## config.mk

```make
export PLATFORM = sky130hd
export DESIGN_NAME = cipher_chain_ctrl
export DESIGN_NICKNAME = d
export VERILOG_FILES = /design/src/rtl/cipher_chain_ctrl.sv
export SDC_FILE = /design/constraint.sdc
export NUM_CORES = 2
export LEC_CHECK = 0
export BUFFER_PORTS_ARGS = -buffer_cell sky130_fd_sc_hd__buf_2
export CAP_MARGIN = 30
export CORE_MARGIN = 4
export CORE_UTILIZATION = 60
export CTS_BUF_LIST = sky130_fd_sc_hd__clkbuf_8
export DETAILED_ROUTE_END_ITERATION = 7
export PLACE_DENSITY = 0.84
export SLEW_MARGIN = 20
export SYNTH_ARGS = -nofsm -noshare
export SYNTH_HDL_FRONTEND = slang
export SYNTH_SLANG_ARGS = --single-unit
export TNS_END_PERCENT = 5
```

## constraint.sdc

```tcl
create_clock -name clk -period 8.3 [get_ports clk]
set_clock_uncertainty 0.2 [all_clocks]
set_input_delay 0.415 -clock clk [delete_from_list [all_inputs] [get_ports clk]]
set_output_delay 0.415 -clock clk [all_outputs]
set_load 0.01 [all_outputs]
```

## src/rtl/cipher_chain_ctrl.sv

```systemverilog
// cipher_chain_ctrl
//   Block-mode front end for the AES cipher core. It buffers incoming 128-bit
//   blocks in a small FIFO and issues them to the core one at a time. ECB or
//   CBC chaining is applied around the core, and results are presented on a
//   valid/ready output stream.
//
// Ports
//   clk, reset           rising-edge clock, synchronous active-low reset
//   i_mode, i_ende       chaining mode (0=ECB, 1=CBC) and direction (0=enc, 1=dec)
//   i_iv, i_iv_load      IV value and one-cycle load strobe (IV, mode, direction)
//   s_data/valid/ready   input block stream
//   m_data/valid/ready   result block stream
//   core_*               CipherBus master towards the cipher core
//   busy                 FIFO non-empty or a block in flight
module cipher_chain_ctrl #(
  parameter int DEPTH = 4
) (
  input  logic         clk,
  input  logic         reset,
  input  logic         i_mode,
  input  logic         i_ende,
  input  logic [127:0] i_iv,
  input  logic         i_iv_load,
  input  logic [127:0] s_data,
  input  logic         s_valid,
  output logic         s_ready,
  output logic [127:0] m_data,
  output logic         m_valid,
  input  logic         m_ready,
  output logic [127:0] core_i_data,
  output logic         core_i_data_valid,
  output logic         core_i_ende,
  output logic         core_i_enable,
  input  logic         core_o_ready,
  input  logic [127:0] core_o_data,
  input  logic         core_o_data_valid,
  output logic         busy
);

  localparam int AW = (DEPTH > 1) ? $clog2(DEPTH) : 1;
  localparam int CW = AW + 1;

  typedef enum logic [1:0] {IDLE, ISSUE, WAIT, OUT} state_t;

  state_t state, state_next;

  logic [127:0]  mem [DEPTH];
  logic [AW-1:0] wr_ptr, rd_ptr;
  logic [CW-1:0] count, count_next;
  logic          s_ready_q, enable_q;
  logic          mode, ende;
  logic [127:0]  chain, prev, result, head;
  logic          push, pop, iv_acc, capture;

  assign head    = mem[rd_ptr];
  assign push    = s_valid && s_ready_q;
  assign pop     = (state == ISSUE);
  // IV/mode/direction may only change with nothing buffered or in flight,
  // so no queued block ever sees a half-switched context.
  assign iv_acc  = i_iv_load && (state == IDLE) && (count == '0);
  assign capture = (state == WAIT) && core_o_data_valid;

  always_comb begin
    count_next = count;
    case ({push, pop})
      2'b10:   count_next = count + CW'(1);
      2'b01:   count_next = count - CW'(1);
      default: count_next = count;
    endcase
  end

  // FSM state register
  always_ff @(posedge clk) begin
    if (!reset) state <= IDLE;
    else        state <= state_next;
  end

  // FSM next state and core/output strobes
  always_comb begin
    state_next        = state;
    core_i_data_valid = 1'b0;
    core_i_data       = '0;
    m_valid           = 1'b0;
    case (state)
      IDLE: if (count != '0 && core_o_ready) state_next = ISSUE;
      ISSUE: begin
        core_i_data_valid = 1'b1;
        // Only CBC encryption whitens the block before the core; CBC
        // decryption applies the chain after the core instead.
        core_i_data       = (mode && !ende) ? (head ^ chain) : head;
        state_next        = WAIT;
      end
      WAIT: if (core_o_data_valid) state_next = OUT;
      OUT: begin
        m_valid = 1'b1;
        if (m_ready) state_next = IDLE;
      end
      default: state_next = IDLE;
    endcase
  end

  // FIFO storage is not reset; occupancy is tracked by count alone.
  always_ff @(posedge clk) begin
    if (push) mem[wr_ptr] <= s_data;
  end

  always_ff @(posedge clk) begin
    if (!reset) begin
      wr_ptr    <= '0;
      rd_ptr    <= '0;
      count     <= '0;
      s_ready_q <= 1'b0;
      enable_q  <= 1'b0;
      mode      <= 1'b0;
      ende      <= 1'b0;
      chain     <= '0;
      prev      <= '0;
      result    <= '0;
    end else begin
      enable_q  <= 1'b1;
      count     <= count_next;
      // Registered from the next occupancy, so a full FIFO never accepts.
      s_ready_q <= (count_next < CW'(DEPTH));
      if (push) wr_ptr <= wr_ptr + AW'(1);
      if (pop) begin
        rd_ptr <= rd_ptr + AW'(1);
        prev   <= head;
      end
      if (iv_acc) begin
        chain <= i_iv;
        mode  <= i_mode;
        ende  <= i_ende;
      end
      if (capture) begin
        if (mode && ende) begin
          // CBC decrypt: unchain with the previous ciphertext, then that
          // ciphertext (saved at issue) becomes the next chain value.
          result <= core_o_data ^ chain;
          chain  <= prev;
        end else begin
          result <= core_o_data;
          if (mode) chain <= core_o_data;
        end
      end
    end
  end

  assign s_ready       = s_ready_q;
  assign m_data        = result;
  assign core_i_ende   = ende;
  assign core_i_enable = enable_q;
  assign busy          = (count != '0) || (state != IDLE);

endmodule
```

## Word level (Yosys, flattened, before mapping)

Memories as Yosys holds them, arrays and structs flattened. A register that Yosys moved wholly into a read port is not among the register bits.
Cells that the tools add are included.

- Memories kept: 1
- Bits of input ports: 393
- Memory bits (writable): 512
- Flip-flop bits (word level): 397

Memory list:

| memory | words | bits a word | read ports | clocked after memory_dff | wr ports | line | source |
|---|---|---|---|---|---|---|---|
| mem | 4 | 128 | 1 | 1 | 1 | 47 | `logic [127:0] mem [DEPTH];` |

- Eq/ne operators: 8
- Multiplexer cells: 19
- Bitwise operators: 2
- $add $sub $neg: 4
- Order comparisons: 1
- Reduce and logical (&&, ||, !) cells: 14

Operators with widths:

| kind | number |
|---|---|
| $mux 128 | 7 |
| $xor 128x128->128 | 2 |
| $mux 2 | 5 |
| $pmux 2 s4 | 1 |
| $logic_and 1x1->1 | 7 |
| $eq 2x2->1 const B | 3 |
| $pmux 3 s2 | 1 |
| $mux 1 | 5 |
| $add 2x1->2 const B | 2 |
| $eq 2x1->1 const B | 2 |
| $ne 2x2->1 const B | 2 |
| $add 3x1->3 const B | 1 |
| $logic_not 3->1 | 1 |
| $lt 3x3->1 const B | 1 |
| $reduce_and 3->1 | 1 |
| $reduce_bool 3->1 | 1 |
| $sub 3x1->3 const B | 1 |
| $logic_not 2->1 | 1 |
| $ne 2x1->1 const B | 1 |
| $reduce_bool 2->1 | 1 |
| $logic_not 1->1 | 1 |
| $logic_or 1x1->1 | 1 |

## Depth between registers and ports, before layout

- Word-level depth: 7
- Mapped depth: 8

## Worst setup path before layout

OpenSTA, ideal clock, no wires.

- Path type: register to register
- From: register wr_ptr[0]
- To: memory mem[2][0], enable pin
- Setup time: 503 ps
- Buffers on the path: 0
- Required time: 7597 ps
- Setup slack: 4061 ps
- Arrival: 3535 ps
- Cell stages (with the launch flop): 4
- Clock period less this slack: 4239 ps
- Cell sequence: dfxtp_1 -> inv_1 -> ha_1 -> and3_1

RTL lines:

| item | line | source |
|---|---|---|
| start: declaration | 48 | `logic [AW-1:0] wr_ptr, rd_ptr;` |
| start signal: assignment | 124 | `if (push) wr_ptr <= wr_ptr + AW'(1);` |
| end: declaration | 47 |  |

Straight into the memory's write port.

## Worst setup path after layout

- From: register state[0]
- To: output busy

- Cells in the longest elaborated chain, start to end: 2

Ends and longest elaborated chain:

| item | line | source |
|---|---|---|
| start: declaration | 45 | `state_t state, state_next;` |
| start signal: assignment | 75 | `else state <= state_next;` |
| $reduce_bool 2->1 | 152 | `assign busy = (count != '0) \|\| (state != IDLE);` |
| $logic_or 1x1->1 | 152 |  |
| end: declaration | 37 | `output logic busy` |

No other way between the ends.

==> qor.txt <==
Final setup viols: 0
Post-synth ARST share: 0%
Yosys warns: 0
Gr busiest metal: met2
Largest area contributor in the netlist: edfxtp_1
Max Fanout on Critical Path: 66
Worst-skew pair later-pin latency: 0.80 ns
Port Buf Inserts: 654
Gr usage total: 40.4%
Yosys cell types: 32
Unrepaired setup endpoints after global routing: false
Hold WC Path Type: in -> reg
# rows: 94
Fin crit share: 57.3%
Setup TNS: 0 ns
Root buffer cell: clkbuf_8
Nets: 4692
Post-route DRC: 2
Mapped Avg Cell Area: 12.6 um^2
Startpoint types: flip-flop
Clk sinks: 911
Post-synth top area share: 38.5%
Vias in the first global route: 36500
Placer Congestion: 0.900
Fillcell total: 3285
Antenna viol nets, final: 0
Fin crit period: 4.76 ns
Routed wire length per instance: 27.9 um
Fmax achieved: 210 MHz
Grt total ovfl: 0
Total CTS buffers: 147
Leak: 0.0195 uW
Layout cell share with drive strength beyond 1: 26.3%
Mapped Area: 39900 um^2
Fin. max-slew vios: 0
Slew headroom: 19.5%
CTS clk-pin slew, worst paths: 0.07 ns
Die X: 266 um
Drt pass-1 iters: 8
Clock tree buffer depth: 3
Initial Util: 60.6%
Full die area: 70700 um^2
Die Y: 266 um
Endpoint class of the critical path: output pin
Starting DRT DRC Count: 5397
Worst VDD drop: 0.000378 V
Postcts setup bufs: 0
Crit path arrival time: 4.14 ns
Gate Count Post-Synth: 3178
WL final: 148 mm
# Max-Cap Violations: 0
Largest net degree at the start of global routing: 187
Critical Setup Path Class: reg -> out
Top cells by area, synth: edfxtp_1 39%, dfxtp_1 20%, mux4_2 7.2%
Core area: 65900 um^2
Worst slew pin tran: 1.21 ns
Initial antenna violation count: 42
Layout Area Growth over Synthesis: 30.1%
Pwr/cell area: 271 nW/um^2
Final-report hold violation count: 0
CTS tree: done
Met3 usage: 12.4%
Ys flop type: edfxtp_1
Cts repair resizes: 0
Met2 Resource Use GR: 64.1%
# H-tree levels: 4
Post-synth EDFFs: 512
Met1 usage: 46.7%
Hpwl dp: 70.7 mm
Seq/Total Area, Yosys: 58.6%
Syn Nets: 3581
Flops & latches, synth: 911
First-pass GRT wire length: 219 mm
Worst EP required: 7.69 ns
Failing checks: DRC
Final core occ: 78.8%
Run status: finished, violations left
Vias: 35400
Vias per cell: 6.66
I/O Pins: 655
## layout by cell type (no fill, tap or decap), drive strengths merged, types with 129 or more instances in the layout
master,synthesis,final
a21oi,132,132
mux2i,130,130
and2,129,129
nor2,134,134
xnor2,131,131
o21ai,387,387
buf,99,691
clkbuf,188,163
dlygate4sd3,0,558
xor2,130,130
dfxtp,399,399
edfxtp,512,512
nand3,260,260
## stage by stage
| stage | setup slack (ns) | instances | total power [uW] | hold WS, ns | area, um^2 |
|---|---|---|---|---|---|
| 6_report | 3.54 | 5310 | 14100 | 0.0164 | 51900 |
| 5_1_grt | 3.49 | 5300 | 14500 | 0.00172 | 51900 |
| 4_1_cts | 3.71 | 5267 | 13500 | 0.00614 | 51700 |
| 3_5_place_dp | 4.58 | 4442 | 9400 | 0.278 | 43300 |
| 3_3_place_gp | 4.52 | 4440 | 9300 | 0.267 | 43200 |
| 2_1_floorplan | 4.06 | 3178 | 8320 | 0.243 | 39900 |
## final cells by class
type / instances / area (um^2) / share of cell area (%)
flip-flops and latches: 911 / 23400 / 45.0
clock buffers: 163 / 2240 / 4.32
inverters: 8 / 40.0 / 0.0771
multi-input cells: 1972 / 15200 / 29.2
repair buffers: 1249 / 9310 / 17.9
clock inverters: 104 / 577 / 1.11
well taps: 864 / 1080 / 2.08
diodes: 39 / 97.6 / 0.188
## synth_stat cells, types with 2 or more instances
cell	number
edfxtp_1	512
dfxtp_1	399
o21ai_0	387
nand3_1	260
clkbuf_1	188
nor2_1	134
a21oi_1	132
xnor2_1	131
mux2i_1	130
xor2_1	130
and2_1	129
a31oi_1	128
mux2_2	128
mux4_2	128
nand3b_1	128
buf_2	74
buf_12	10
buf_1	9
ha_1	9
inv_1	7
and3_1	5
nand2_1	5
buf_6	4
buf_4	2
nor2b_1	2
## routing by layer
metal | routed length [um] | part of all wire, %
met5 | 141 | 0.095
met4 | 13500 | 9.1
met3 | 19200 | 13
met2 | 68900 | 46
met1 | 46500 | 31
## worst max-delay path, stage by stage (launching register included)
cell and delay, ns:
dfxtp_1 0.43, inv_1 0.09, ha_1 0.23, nor4b_4 0.13, buf_4 0.35, inv_4 0.73, buf_4 0.92, buf_2 0.28
## kinds of logic (layout without fill, tap and decap cells)
group           Yosys count  in the layout  share of synthesized area (%)
fa+ha+maj                10             10                          0.332
xor+xnor                261            261                           5.73
other cells               0             39                              0
buf+inv                 295           1524                           3.51
simple gates            665            665                           9.19
mux                     386            386                           14.1
compound gates          650            650                           8.58
flops                   911            911                           58.6
## what timing repair did
item	CTS	global route
endpoints found under the hold margin	798	0
setup endpoints to repair	0	0
hold buffers	558	0
## registers in the layout, summed over array words and instances (netlist names), 2 cells and up, named ones only
register,count
state,2
chain,128
wr_ptr,2
prev,128
rd_ptr,2
count,2
mem,512
m_data,128
## worst paths after layout
kind | start | slack (ns) | cells past startpoint | end
setup reg to reg | state[0] | 3.74 | 9 | chain[113]
setup / recovery | state[0] | 3.54 | 7 | busy
hold / removal | core_o_data_valid | 0.02 | 3 | chain[5]
hold reg to reg | prev[9] | 0.29 | 2 | prev[9]
## power breakdown
part / switching (uW) / internal, uW / leakage [uW]
registers: 486 / 5320 / 0.00790
clock network: 1900 / 1940 / 0.00161
logic: 2590 / 1820 / 0.00995
No activity file was read; power rests on OpenSTA's default activity.
